==> src/rtl/core_pkg.sv <==
// Shared definitions for the multicycle core: opcodes, FSM state encoding
// and instruction field helpers (fields are handled as 64-bit containers).
package core_pkg;

  localparam logic [3:0] OP_ADD  = 4'h0;
  localparam logic [3:0] OP_SUB  = 4'h1;
  localparam logic [3:0] OP_AND  = 4'h2;
  localparam logic [3:0] OP_OR   = 4'h3;
  localparam logic [3:0] OP_XOR  = 4'h4;
  localparam logic [3:0] OP_SLT  = 4'h5;
  localparam logic [3:0] OP_ADDI = 4'h6;
  localparam logic [3:0] OP_LI   = 4'h7;
  localparam logic [3:0] OP_LW   = 4'hA;
  localparam logic [3:0] OP_SW   = 4'hB;
  localparam logic [3:0] OP_BEQ  = 4'hC;
  localparam logic [3:0] OP_BNE  = 4'hD;
  localparam logic [3:0] OP_J    = 4'hE;
  localparam logic [3:0] OP_HALT = 4'hF;

  typedef enum logic [2:0] {
    ST_FETCH,
    ST_DECODE,
    ST_EXEC,
    ST_MEM,
    ST_WB,
    ST_HALT
  } state_t;

  function automatic logic [63:0] get_field(input logic [63:0] word, input int lsb, input int width);
    return (word >> lsb) & ~(64'hFFFF_FFFF_FFFF_FFFF << width);
  endfunction

  function automatic logic [63:0] sext(input logic [63:0] value, input int width);
    logic [63:0] upper;
    upper = 64'hFFFF_FFFF_FFFF_FFFF << width;
    if (((value >> (width - 1)) & 64'd1) != 64'd0) return value | upper;
    return value & ~upper;
  endfunction

endpackage

==> src/rtl/multicycle_core_regfile.sv <==
// Register file: NREGS x DATA_W, two asynchronous read ports, one clocked
// write port; r0 is hard-wired to zero when R0_ZERO is set.
module regfile #(
  parameter int DATA_W = 8,
  parameter int NREGS = 4,
  parameter int R0_ZERO = 1,
  localparam int AW = $clog2(NREGS)
) (
  input  logic              clk,
  input  logic              rst,
  input  logic [AW-1:0]     raddr0,
  input  logic [AW-1:0]     raddr1,
  output logic [DATA_W-1:0] rdata0,
  output logic [DATA_W-1:0] rdata1,
  input  logic              we,
  input  logic [AW-1:0]     waddr,
  input  logic [DATA_W-1:0] wdata
);

  logic [DATA_W-1:0] regs [NREGS];

  generate
    for (genvar gi = 0; gi < NREGS; gi++) begin : g_reg
      if (gi == 0 && R0_ZERO != 0) begin : g_zero
        assign regs[gi] = '0;
      end else begin : g_store
        logic [DATA_W-1:0] q_reg;
        always_ff @(posedge clk or posedge rst) begin
          if (rst) q_reg <= '0;
          else if (we && waddr == AW'(gi)) q_reg <= wdata;
        end
        assign regs[gi] = q_reg;
      end
    end
  endgenerate

  assign rdata0 = regs[raddr0];
  assign rdata1 = regs[raddr1];

endmodule

==> src/rtl/multicycle_core.sv <==
// Parametrised multi-cycle CPU: FETCH/DECODE/EXEC/MEM/WB/HALT sequencer with
// req/ack instruction and data memory ports that tolerate wait states.
module multicycle_core
  import core_pkg::*;
#(
  parameter int DATA_W = 8,
  parameter int ADDR_W = 8,
  parameter int NREGS = 4,
  parameter int IMM_W = 4,
  parameter int R0_ZERO = 1,
  localparam int REG_AW = $clog2(NREGS),
  localparam int INSTR_W = 4 + 3 * REG_AW + IMM_W
) (
  input  logic               clk,
  input  logic               rst,
  output logic               imem_req,
  output logic [ADDR_W-1:0]  imem_addr,
  input  logic               imem_ack,
  input  logic [INSTR_W-1:0] imem_rdata,
  output logic               dmem_req,
  output logic               dmem_we,
  output logic [ADDR_W-1:0]  dmem_addr,
  output logic [DATA_W-1:0]  dmem_wdata,
  input  logic               dmem_ack,
  input  logic [DATA_W-1:0]  dmem_rdata,
  output logic [ADDR_W-1:0]  pc_out,
  output logic               retire,
  output logic               halted,
  output logic               ovf
);

  localparam int RS1_LSB = IMM_W;
  localparam int RS0_LSB = IMM_W + REG_AW;
  localparam int RD_LSB  = IMM_W + 2 * REG_AW;
  localparam int OP_LSB  = IMM_W + 3 * REG_AW;

  state_t              state_reg;
  logic [INSTR_W-1:0]  instr_reg;
  logic [ADDR_W-1:0]   pc_reg;
  logic [DATA_W-1:0]   op_a_reg, op_b_reg, result_reg;
  logic                imem_req_reg, dmem_req_reg, dmem_we_reg;
  logic [ADDR_W-1:0]   dmem_addr_reg;
  logic [DATA_W-1:0]   dmem_wdata_reg;
  logic                retire_reg, halted_reg, ovf_reg;

  logic [3:0]          opcode;
  logic [REG_AW-1:0]   rd_idx, rs0_idx, rs1_idx;
  logic [DATA_W-1:0]   imm_d, rdata0, rdata1, alu_res, addr_sum;
  logic [ADDR_W-1:0]   imm_a, pc_inc, pc_branch;
  logic                alu_ovf, take_branch;

  assign opcode  = 4'(get_field(64'(instr_reg), OP_LSB, 4));
  assign rd_idx  = REG_AW'(get_field(64'(instr_reg), RD_LSB, REG_AW));
  assign rs0_idx = REG_AW'(get_field(64'(instr_reg), RS0_LSB, REG_AW));
  assign rs1_idx = REG_AW'(get_field(64'(instr_reg), RS1_LSB, REG_AW));
  assign imm_d   = DATA_W'(sext(get_field(64'(instr_reg), 0, IMM_W), IMM_W));
  assign imm_a   = ADDR_W'(sext(get_field(64'(instr_reg), 0, IMM_W), IMM_W));

  regfile #(.DATA_W(DATA_W), .NREGS(NREGS), .R0_ZERO(R0_ZERO)) u_rf (
    .clk(clk), .rst(rst),
    .raddr0(rs0_idx), .raddr1(rs1_idx),
    .rdata0(rdata0), .rdata1(rdata1),
    .we(state_reg == ST_WB), .waddr(rd_idx), .wdata(result_reg)
  );

  // Overflow: operands agree in sign (after negating b for SUB) but the result does not.
  always_comb begin
    alu_res = '0;
    alu_ovf = 1'b0;
    case (opcode)
      OP_ADD: begin
        alu_res = op_a_reg + op_b_reg;
        alu_ovf = (op_a_reg[DATA_W-1] == op_b_reg[DATA_W-1]) && (alu_res[DATA_W-1] != op_a_reg[DATA_W-1]);
      end
      OP_SUB: begin
        alu_res = op_a_reg - op_b_reg;
        alu_ovf = (op_a_reg[DATA_W-1] != op_b_reg[DATA_W-1]) && (alu_res[DATA_W-1] != op_a_reg[DATA_W-1]);
      end
      OP_AND:  alu_res = op_a_reg & op_b_reg;
      OP_OR:   alu_res = op_a_reg | op_b_reg;
      OP_XOR:  alu_res = op_a_reg ^ op_b_reg;
      OP_SLT:  alu_res = {{(DATA_W-1){1'b0}}, ($signed(op_a_reg) < $signed(op_b_reg))};
      OP_ADDI: begin
        alu_res = op_a_reg + imm_d;
        alu_ovf = (op_a_reg[DATA_W-1] == imm_d[DATA_W-1]) && (alu_res[DATA_W-1] != op_a_reg[DATA_W-1]);
      end
      OP_LI:   alu_res = imm_d;
      default: alu_res = '0;
    endcase
  end

  assign addr_sum    = op_a_reg + imm_d;
  assign pc_inc      = pc_reg + ADDR_W'(1);
  assign pc_branch   = pc_inc + imm_a;
  assign take_branch = (opcode == OP_J) ||
                       (opcode == OP_BEQ && op_a_reg == op_b_reg) ||
                       (opcode == OP_BNE && op_a_reg != op_b_reg);

  always_ff @(posedge clk or posedge rst) begin
    if (rst) begin
      state_reg      <= ST_FETCH;
      instr_reg      <= '0;
      pc_reg         <= '0;
      op_a_reg       <= '0;
      op_b_reg       <= '0;
      result_reg     <= '0;
      imem_req_reg   <= 1'b0;
      dmem_req_reg   <= 1'b0;
      dmem_we_reg    <= 1'b0;
      dmem_addr_reg  <= '0;
      dmem_wdata_reg <= '0;
      retire_reg     <= 1'b0;
      halted_reg     <= 1'b0;
      ovf_reg        <= 1'b0;
    end else begin
      retire_reg <= 1'b0;
      case (state_reg)
        // The first cycle after reset only raises imem_req; later fetches enter with it already high.
        ST_FETCH: begin
          if (!imem_req_reg) begin
            imem_req_reg <= 1'b1;
          end else if (imem_ack) begin
            instr_reg    <= imem_rdata;
            imem_req_reg <= 1'b0;
            state_reg    <= ST_DECODE;
          end
        end
        ST_DECODE: begin
          op_a_reg  <= rdata0;
          op_b_reg  <= rdata1;
          state_reg <= ST_EXEC;
        end
        ST_EXEC: begin
          if (!opcode[3]) begin
            result_reg <= alu_res;
            if (alu_ovf) ovf_reg <= 1'b1;
            state_reg  <= ST_WB;
          end else if (opcode == OP_LW || opcode == OP_SW) begin
            dmem_req_reg   <= 1'b1;
            dmem_we_reg    <= (opcode == OP_SW);
            dmem_addr_reg  <= ADDR_W'(addr_sum);
            dmem_wdata_reg <= op_b_reg;
            state_reg      <= ST_MEM;
          end else if (opcode == OP_HALT) begin
            halted_reg <= 1'b1;
            retire_reg <= 1'b1;
            state_reg  <= ST_HALT;
          end else begin
            pc_reg       <= take_branch ? pc_branch : pc_inc;
            retire_reg   <= 1'b1;
            imem_req_reg <= 1'b1;
            state_reg    <= ST_FETCH;
          end
        end
        ST_MEM: begin
          if (dmem_ack) begin
            dmem_req_reg <= 1'b0;
            dmem_we_reg  <= 1'b0;
            if (dmem_we_reg) begin
              pc_reg       <= pc_inc;
              retire_reg   <= 1'b1;
              imem_req_reg <= 1'b1;
              state_reg    <= ST_FETCH;
            end else begin
              result_reg <= dmem_rdata;
              state_reg  <= ST_WB;
            end
          end
        end
        ST_WB: begin
          pc_reg       <= pc_inc;
          retire_reg   <= 1'b1;
          imem_req_reg <= 1'b1;
          state_reg    <= ST_FETCH;
        end
        ST_HALT: state_reg <= ST_HALT;
        default: state_reg <= ST_FETCH;
      endcase
    end
  end

  assign imem_req   = imem_req_reg;
  assign imem_addr  = pc_reg;
  assign dmem_req   = dmem_req_reg;
  assign dmem_we    = dmem_we_reg;
  assign dmem_addr  = dmem_addr_reg;
  assign dmem_wdata = dmem_wdata_reg;
  assign pc_out     = pc_reg;
  assign retire     = retire_reg;
  assign halted     = halted_reg;
  assign ovf        = ovf_reg;

endmodule

==> config.mk <==
export PLATFORM = sky130hd
export DESIGN_NAME = multicycle_core
export DESIGN_NICKNAME = d
export VERILOG_FILES = /design/src/rtl/core_pkg.sv /design/src/rtl/multicycle_core_regfile.sv /design/src/rtl/multicycle_core.sv
export SDC_FILE = /design/constraint.sdc
export NUM_CORES = 1
export LEC_CHECK = 0
export BUFFER_PORTS_ARGS = -buffer_cell sky130_fd_sc_hd__buf_4
export CAP_MARGIN = 20
export CORE_MARGIN = 4
export CORE_UTILIZATION = 55
export CTS_CLUSTER_DIAMETER = 40
export CTS_CLUSTER_SIZE = 14
export DETAILED_ROUTE_END_ITERATION = 10
export PLACE_DENSITY = 0.75
export SLEW_MARGIN = 20
export SYNTH_ARGS = -nofsm -noshare
export SYNTH_HDL_FRONTEND = slang
export SYNTH_HIERARCHICAL = 1
export SYNTH_SLANG_ARGS = --single-unit
==> constraint.sdc <==
create_clock -name clk -period 4.1 [get_ports clk]
set_input_delay 1.025 -clock clk [delete_from_list [all_inputs] [get_ports clk]]
set_output_delay 1.025 -clock clk [all_outputs]
set_load 0.02 [all_outputs]
==> results.sh, run 1 <==
export IMPL_multi_input_area_mm2=0.003633
export IMPL_synth_commonest_cells="dfrtp_1, nand2_1, mux2_2"
export IMPL_wl_mm=16.63
export IMPL_synth_area_per_cell_um2=9.257
export IMPL_grt_pass1_vias=5268
export IMPL_drt_initial_drc_count=327
export IMPL_layout_nets=793
export IMPL_vdd_drop_max_v=0.0005526
export IMPL_ys_warn_count=6
export IMPL_cts_sinks=95
export IMPL_final_max_slew_violation_count=0
export IMPL_gp_congestion=0.9736
export IMPL_yosysUniqueCellTypes=69
export IMPL_die_x_um=115.6
export IMPL_utilization_pct=63.04
export IMPL_pwr_density_cell_mw_per_mm2=888.0
export IMPL_rsz0062_at_grt="no"
export IMPL_postCtsSetupBuffers=0
export IMPL_grt_max_degree=72
export IMPL_fill_cells=950
export IMPL_synthArstFlopShare_pct=100.0
export IMPL_cts_hold_buffers=0
export IMPL_hp_start="dmem_addr[0]"
export IMPL_dp_hpwl_mm=12.21
export IMPL_coreArea_mm2=0.01137
export IMPL_via_per_inst=6.072
export IMPL_final_setup_tns_ns=0
export IMPL_antenna_found_initial=0
export IMPL_synth_nets=757
export IMPL_ys_seq_area_share_pct=37.33
export IMPL_io_buffers=63
export IMPL_cts_root_buffer="clkbuf_16"
export IMPL_finalCritPeriodShare_pct=71.39
export IMPL_synth_seq_cells=95
export IMPL_cts_resized=0
export IMPL_overflow=0
export IMPL_grt_use_total_pct=25.90
export IMPL_holdCritPathClass="reg2reg"
export IMPL_fin_skew_ns=0.006175
export IMPL_final_min_clock_period_ns=2.927
export IMPL_areaGrowthSynthToFinish_pct=12.53
export IMPL_holdWs_ns=0.4774
export IMPL_synthCells=688
export IMPL_endpoint_kind="flip-flop"
export IMPL_place_area_mm2=0.006840
export IMPL_status="complete, no violations"
export IMPL_min_to="dmem_addr[0]"
export IMPL_crit_path_start_kind="flip-flop"
export IMPL_syn_area_mm2=0.006369
export IMPL_reg2reg_slack_ns=1.17
export IMPL_fp_dieH_um=115.6
export IMPL_pin_count=64
export IMPL_ctsHtreeMaxLevel=3
export IMPL_grt_pass1_wl_mm=26.92
export IMPL_drive_gt1_share_pct=20.58
export IMPL_critPathKind="reg2reg"
export IMPL_cts_max_path_buffers=2
export IMPL_hold_path_depth=2
export IMPL_slew_headroom_pct=38.74
export IMPL_synth_top_area_share_pct=37.33
export IMPL_cts_tree="yes"
export IMPL_max_freq_mhz=341.7
export IMPL_critPathMaxFanout=8
export IMPL_die_area_mm2=0.01336
export IMPL_synth_most_common_cell="dfrtp_1"
export IMPL_clk_pin_slew_ns=0.07
export IMPL_drv_cap=0
export IMPL_numCtsBuffers=9
export IMPL_largest_register_ffs=24
export IMPL_regArea_mm2=0.002377
export IMPL_critPathArrivalTime_ns=3.16
export IMPL_dr_pass1_iters=5
export IMPL_row_count=39
export IMPL_r2r_end="imem_addr[7]"
export IMPL_wl_per_cell_um=19.07
export IMPL_leakage_uw=0.003296
export IMPL_synth_edf_count=0
export IMPL_drc=0
export IMPL_tightestPinTransition_ns=0.9180
export IMPL_report_final_hold_viol_count=0
export IMPL_setup_viol=0
export IMPL_r2r_start="imem_addr[0]"
export IMPL_synth_top_area_cell="dfrtp_1"
export IMPL_clk_insertion_delay_late_ns=0.35
export IMPL_rr_worst_depth=11
export IMPL_diodes=0
export IMPL_start_util_pct=56.01
export IMPL_antenna_left=0
export IMPL_synth_top_flop_cell="dfrtp_1"
export IMPL_cp_required_ns=4.34
export IMPL_vias=5295
export IMPL_stdcell_area_mm2=0.007167
export IMPL_synth_area_leaders="dfrtp_1, mux2_2, ha_1, nand2_1, o21ai_0"
[metal layers]
layer  wire length, µm  up-vias  global-route usage [%]
li1                  -     2500                       -
met1              7169     2594                   33.61
met2              8243      176                   45.02
met3               894       25                   3.655
met4               323        0                   7.903
met5                 0        -                       0
[final cells by class]
type / count / share of cell area [%]
Clock buffer: 14 / 3.823
Clock inverter: 2 / 0.5237
Inverter: 32 / 1.676
Multi-Input combinational cell: 516 / 50.70
Sequential cell: 95 / 33.17
Tap cell: 143 / 2.497
Timing Repair Buffer: 70 / 7.612
[layout by cell type (no fill, tap or decap), drive strengths merged, types with 21 or more instances in the layout]
| cell type | n |
|---|---|
| dfrtp | 95 |
| nand2 | 84 |
| buf | 70 |
| o21ai | 57 |
| mux2 | 52 |
| nor2 | 49 |
| ha | 39 |
| a21oi | 39 |
| inv | 32 |
| nor2b | 21 |
[power breakdown]
part	internal (µW)	switching [µW]	total, µW	leakage, µW
sequential	1320	600	1920	0.00124
combinational	1560	2010	3560	0.00191
clock	524	361	885	0.000149
total	3400	2970	6360	0.00330
[through the flow]
stage,worst slack (ns),power (µW),std cells
2_1_floorplan,1.278,4482,688
3_3_place_gp,1.307,5322,855
3_5_place_dp,1.248,5422,855
4_1_cts,1.215,6342,871
5_1_grt,0.9526,6850,872
6_report,1.173,6364,872
[worst max-delay path: stages (launching register included)]
cell       delay, ns
dfrtp_1         0.48
ha_1            0.28
nand3_1         0.18
xnor2_1         0.18
ha_1            0.34
nand3_1         0.11
o211ai_1        0.11
o41ai_1         0.33
xnor2_1         0.15
a2111oi_2       0.39
a31oi_1         0.10
xnor2_1         0.16
[worst max path at each step]
| stage | slack, ns | endpoint | depth (start not counted) | startpoint |
|---|---|---|---|---|
| final | 1.17 | imem_addr[7] | 11 | imem_addr[0] |
| after detailed placement | 1.25 | ovf | 9 | dmem_ack |
| after global placement | 1.31 | imem_addr[7] | 11 | imem_addr[0] |
| after CTS | 1.22 | imem_addr[7] | 11 | imem_addr[0] |
| after floorplan | 1.28 | dmem_addr[0] | 1 | rst |
| after global routing | 0.95 | imem_addr[7] | 11 | imem_addr[0] |
[kinds of logic after synthesis]
| group | synth area share (%) |
|---|---|
| buffers and inverters | 5.835 |
| flip-flops | 37.33 |
| XOR/XNOR | 3.301 |
| adder cells (fa/ha/maj) | 8.920 |
| AO/OA/AOI/OAI | 17.52 |
| AND/OR/NAND/NOR | 16.48 |
| multiplexers | 10.61 |
Note: power is estimated with default switching activity, not from simulation.
==> inputs of run 2 (changes only) <==
Clock period 4.1 ns to 2.7 ns, I/O delays scaled along.
==> results.sh, run 2 (synthesized netlist as in run 1, its figures left out) <==
export IMPL_status="complete, no violations"
export IMPL_clk_pin_slew_ns=0.07
export IMPL_overflow=0
export IMPL_holdCritPathClass="in2async"
export IMPL_drc=0
export IMPL_crit_path_start_kind="flip-flop"
export IMPL_startpoint="op_a_reg[0]"
export IMPL_areaGrowthSynthToFinish_pct=16.90
export IMPL_cp_required_ns=2.95
export IMPL_cts_root_buffer="clkbuf_16"
export IMPL_via_per_inst=5.941
export IMPL_coreArea_mm2=0.01137
export IMPL_numCtsBuffers=9
export IMPL_grt_pass1_vias=5316
export IMPL_pin_count=64
export IMPL_ctsHtreeMaxLevel=3
export IMPL_fin_skew_ns=0.008547
export IMPL_layout_commonest_cell="buf_4"
export IMPL_diodes=0
export IMPL_row_count=39
export IMPL_fp_dieH_um=115.6
export IMPL_antenna_left=0
export IMPL_dr_pass1_iters=5
export IMPL_r2r_start="op_a_reg[0]"
export IMPL_antenna_found_initial=0
export IMPL_vdd_drop_max_v=0.0007823
export IMPL_cts_max_path_buffers=2
export IMPL_dp_slack_ns=0.009551
export IMPL_die_x_um=115.6
export IMPL_slew_headroom_pct=39.42
export IMPL_dp_hpwl_mm=12.77
export IMPL_grt_pass1_wl_mm=27.82
export IMPL_fin_ws_ns=0.1351
export IMPL_critPathArrivalTime_ns=2.82
export IMPL_total_power_uw=10050
export IMPL_largest_register_ffs=24
export IMPL_drv_cap=0
export IMPL_start_util_pct=56.01
export IMPL_endpoint_kind="flip-flop"
export IMPL_leakage_uw=0.003456
export IMPL_stdcell_area_mm2=0.007445
export IMPL_report_final_hold_viol_count=0
export IMPL_critPathMaxFanout=3
export IMPL_finalCritPeriodShare_pct=94.99
export IMPL_place_area_mm2=0.007053
export IMPL_drt_initial_drc_count=405
export IMPL_final_setup_tns_ns=0
export IMPL_final_cell_mix="buf_4, dfrtp_1, nand2_1"
export IMPL_cts_tree="yes"
export IMPL_layout_nets=824
export IMPL_utilization_pct=65.48
export IMPL_cts_sinks=95
export IMPL_tightestPinTransition_ns=0.9078
export IMPL_io_buffers=63
export IMPL_critPathKind="reg2reg"
export IMPL_drive_gt1_share_pct=25.79
export IMPL_grt_use_total_pct=26.93
export IMPL_final_min_clock_period_ns=2.565
export IMPL_grt_max_degree=72
export IMPL_die_area_mm2=0.01336
export IMPL_clk_insertion_delay_late_ns=0.36
export IMPL_setup_viol=0
export IMPL_vias=5365
export IMPL_wl_mm=17.02
export IMPL_wl_per_cell_um=18.85
export IMPL_cts_hold_buffers=0
export IMPL_final_max_slew_violation_count=0
export IMPL_gp_congestion=0.9342
export IMPL_max_freq_mhz=389.9
export IMPL_pwr_density_cell_mw_per_mm2=1350
==> run 2: area by class of cell <==
cell class	count	area [µm²]
well taps	143	178.9
flip-flops and latches	95	2382
multi-input cells	516	3701
repair buffers	101	770.7
fillers	946	3925
inverters	32	120.1
clock inverters	7	66.31
clock buffers	9	225.2
==> run 2: what timing repair did <==
action / 4_1_cts / 5_1_grt
cloned: 0 / 0
endpoints found under the setup margin: 1 / 5
endpoints found under the hold margin: 0 / 0
pin swaps: 0 / 6
resized for setup: 1 / 11
buffers inserted: 0 / 4
==> run 2: worst max-delay path, cell delays in order, from the launching register on <==
cell and delay (ns):
dfrtp_1 0.38, inv_1 0.08, ha_1 0.23, fa_1 0.42, o21bai_1 0.17, a21oi_1 0.12, o21bai_1 0.18, a21oi_1 0.13
o2111a_1 0.27, o31ai_1 0.23, buf_4 0.17, a21oi_1 0.06
==> run 2: final timing paths <==
check	slack [ns]	cells after the start	end
max reg2reg	0.14	11	result_reg[0]
min in group clk	0.48	2	dmem_wdata[6]
min	0.38	3	dmem_wdata[4]
max in group asynchronous	1.62	2	u_rf/g_reg[1].g_store.q_reg[6]
max	0.14	11	result_reg[0]
min reg2reg	0.48	2	dmem_wdata[6]
==> run 2: where the power goes <==
part	total, µW	switching [µW]	internal [µW]
Combinational	6060	3360	2700
Sequential	2730	725	2010
Clock	1260	610	645
Total	10100	4700	5350
==> run 2: routing by layer <==
layer | up-vias | GRT usage, % | share of wire (%) | wire length (µm)
met5 | - | 0 | 0 | 0
met4 | 0 | 7.981 | 1.4 | 239
met3 | 22 | 5.326 | 6.2 | 1047
met2 | 168 | 45.83 | 50 | 8475
met1 | 2611 | 34.92 | 43 | 7258
li1 | 2564 | - | - | -
==> run 2: per-stage QoR <==
| stage | std cells | hold slack (ns) |
|---|---|---|
| 2_1_floorplan | 688 | 0.4752 |
| 3_3_place_gp | 883 | 0.4634 |
| 3_5_place_dp | 883 | 0.4713 |
| 4_1_cts | 899 | 0.4219 |
| 5_1_grt | 903 | 0.4386 |
| 6_report | 903 | 0.3831 |
==> inputs of run 3 (changes only) <==
Settings changed: ABC_AREA from default to 1, CORE_MARGIN 4 to 2, REMOVE_ABC_BUFFERS from default to 1.
==> results.sh, run 3 <==
export IMPL_status="complete, no violations"
export IMPL_leakage_uw=0.004004
export IMPL_report_final_hold_viol_count=0
export IMPL_drv_cap=0
export IMPL_cts_max_path_buffers=2
export IMPL_met1_length_mm=7.277
export IMPL_top_layer="met4"
export IMPL_final_setup_tns_ns=0
export IMPL_p_switching_uw=5385
export IMPL_power_frac_seq_pct=27.4
export IMPL_layout_commonest_cell="nand2_1"
export IMPL_synth_edf_count=0
export IMPL_dp_slack_ns=0.3341
export IMPL_drc=0
export IMPL_synth_commonest_cells="nand2_1, inv_1, dfrtp_1"
export IMPL_pin_count=64
export IMPL_die_x_um=113.7
export IMPL_critPathMaxFanout=5
export IMPL_endpoint_kind="flip-flop"
export IMPL_rsz0062_at_grt="no"
export IMPL_critPathKind="reg2reg"
export IMPL_start_util_pct=55.80
export IMPL_final_cell_mix="nand2_1, inv_1, dfrtp_1"
export IMPL_tightestPinTransition_ns=0.8825
export IMPL_synthArstFlopShare_pct=100.0
export IMPL_total_power_uw=10340
export IMPL_grt_max_degree=28
export IMPL_die_area_mm2=0.01293
export IMPL_dp_hpwl_mm=12.64
export IMPL_dr_pass1_iters=6
export IMPL_clk_pin_slew_ns=0.07
export IMPL_cts_sinks=95
export IMPL_synth_top_flop_cell="dfrtp_1"
export IMPL_critPathArrivalTime_ns=2.66
export IMPL_antenna_found_initial=0
export IMPL_postCtsSetupBuffers=0
export IMPL_synth_area_per_cell_um2=7.218
export IMPL_overflow=0
export IMPL_r2r_start="imem_addr[0]"
export IMPL_clk_insertion_delay_late_ns=0.36
export IMPL_pwr_density_cell_mw_per_mm2=1401
export IMPL_fin_ws_ns=0.2846
export IMPL_row_count=40
export IMPL_crit_path_start_kind="flip-flop"
export IMPL_largest_register_ffs=24
export IMPL_final_cell_count_no_fill=1118
export IMPL_max_freq_mhz=414.0
export IMPL_cp_required_ns=2.94
export IMPL_startpoint="imem_addr[0]"
export IMPL_diodes=0
export IMPL_synth_seq_cells=95
export IMPL_drt_initial_drc_count=402
export IMPL_ys_seq_area_share_pct=35.92
export IMPL_ys_warn_count=6
export IMPL_synth_top_area_share_pct=35.92
export IMPL_slew_headroom_pct=41.10
export IMPL_synth_top_area_cell="dfrtp_1"
export IMPL_wl_met3_um=979
export IMPL_grt_pass1_vias=5708
export IMPL_fin_skew_ns=0.009083
export IMPL_grt_use_total_pct=26.75
export IMPL_wl_mm=16.35
export IMPL_cts_resized=0
export IMPL_internal_power_uw=4957
export IMPL_coreArea_mm2=0.01186
export IMPL_final_max_slew_violation_count=0
export IMPL_routed_wl_met2_mm=7.729
export IMPL_vias=6071
export IMPL_vdd_drop_max_v=0.0006656
export IMPL_setup_viol=0
export IMPL_power_share_clock_pct=11.7
export IMPL_cts_hold_buffers=0
export IMPL_numCtsBuffers=9
export IMPL_cp_cell_sequence="inv_1, nor3_1, xor2_1, inv_1, ha_1, nand3_1, nand3_1, nand2_1, nand2_1, nand2_1, nand2_1, nand2_1, nand2_1, o21ai_1, o21ai_1"
export IMPL_grt_pass1_wl_mm=27.33
export IMPL_fp_dieH_um=113.7
export IMPL_slowest_stage="nor3_1"
export IMPL_finalCritPeriodShare_pct=89.46
export IMPL_syn_area_mm2=0.006619
export IMPL_place_inst=1102
export IMPL_comb_power_share_pct=60.9
export IMPL_final_min_clock_period_ns=2.415
export IMPL_ctsHtreeMaxLevel=3
export IMPL_drive_gt1_share_pct=12.15
export IMPL_areaGrowthSynthToFinish_pct=11.53
export IMPL_synthCells=917
export IMPL_gp_congestion=1.004
export IMPL_reg2reg_slack_ns=0.28
export IMPL_via_per_inst=5.430
export IMPL_yosysUniqueCellTypes=46
export IMPL_wl_per_cell_um=14.63
export IMPL_max_stage_delay_ns=0.45
export IMPL_cts_root_buffer="clkbuf_16"
export IMPL_cts_tree="yes"
export IMPL_io_buffers=63
export IMPL_synth_most_common_cell="nand2_1"
export IMPL_antenna_left=0
export IMPL_crit_path_frequent_cell="nand2_1"
export IMPL_layout_nets=1035
export IMPL_holdCritPathClass="in2async"
export IMPL_swShare_pct=52.07
export IMPL_synth_area_leaders="dfrtp_1, nand2_1, ha_1, inv_1, nand3_1"
export IMPL_holdWs_ns=0.4299
## run 3: cell types whose count changed after synthesis, moves of 12 or more
| cell | delta |
|---|---|
| a22o_1 | -18 |
| nor2b_1 | -21 |
| nor2_1 | +14 |
| clkbuf_1 | -18 |
| a21oi_1 | +15 |
| nand3_1 | +62 |
| mux2_2 | -51 |
| nand4_1 | +36 |
| nor3_1 | -12 |
| nand2_1 | +214 |
| o21ai_0 | -21 |
| xnor2_1 | -17 |
| inv_1 | +76 |
## run 3: kinds of logic after synthesis
kind of cell / after synthesis / synth area share, %
flip-flops: 95 / 35.92
AO/OA/AOI/OAI: 116 / 9.565
XOR/XNOR: 12 / 1.588
buffers and inverters: 154 / 10.77
adder cells (fa/ha/maj): 43 / 8.582
AND/OR/NAND/NOR: 497 / 33.57
## run 3: worst paths after layout
| path | end | cells past startpoint |
|---|---|---|
| setup / recovery | imem_addr[6] | 15 |
| hold / removal | op_a_reg[3] | 2 |
| setup reg to reg | imem_addr[6] | 15 |
| hold reg to reg | halted | 1 |
| max in group asynchronous | result_reg[2] | 3 |
| min in group clk | halted | 1 |
## run 3: metrics by stage
step | instance area (µm²) | utilization, %
2_1_floorplan | 6369 | -
3_3_place_gp | 7106 | 59.91
3_5_place_dp | 7106 | 59.91
4_1_cts | 7382 | 62.24
5_1_grt | 7382 | 62.24
6_report | 7382 | 62.24
## run 3: critical path, delay by kind of cell (launching register included)
| kind | cells | cell delay [ns] |
|---|---|---|
| xor gates and xnor gates | 1 | 0.20 |
| buffers and inverters | 2 | 0.17 |
| adders and majority gates | 1 | 0.32 |
| DFF | 1 | 0.41 |
| and+or+nand+nor | 9 | 1.02 |
| AOI/OAI and AO/OA | 2 | 0.18 |
## run 3: final cells by class
class	count	area, µm²
clock buffer	12	246.5
clock inverter	4	30.03
fill	1088	4479
inverter	120	462.9
multi-input combinational	668	3528
sequential	95	2377
tap	147	183.9
timing repair buffer	72	553.0
## run 3: routing by layer
| metal | up-vias | track usage [%] |
|---|---|---|
| met2 | 192 | 44.51 |
| li1 | 3054 | - |
| met1 | 2795 | 35.00 |
| met3 | 30 | 4.463 |
| met5 | - | 0 |
| met4 | 0 | 10.73 |
## run 3: power by group through the flow
stage	Sequential, µW	Clock (µW)	Combinational (µW)
CTS	2830	1220	6250
floorplan	2970	0	4220
finish	2830	1210	6300
global route	2930	1290	7150
global placement	2830	0	6110
detailed placement	2850	0	6190
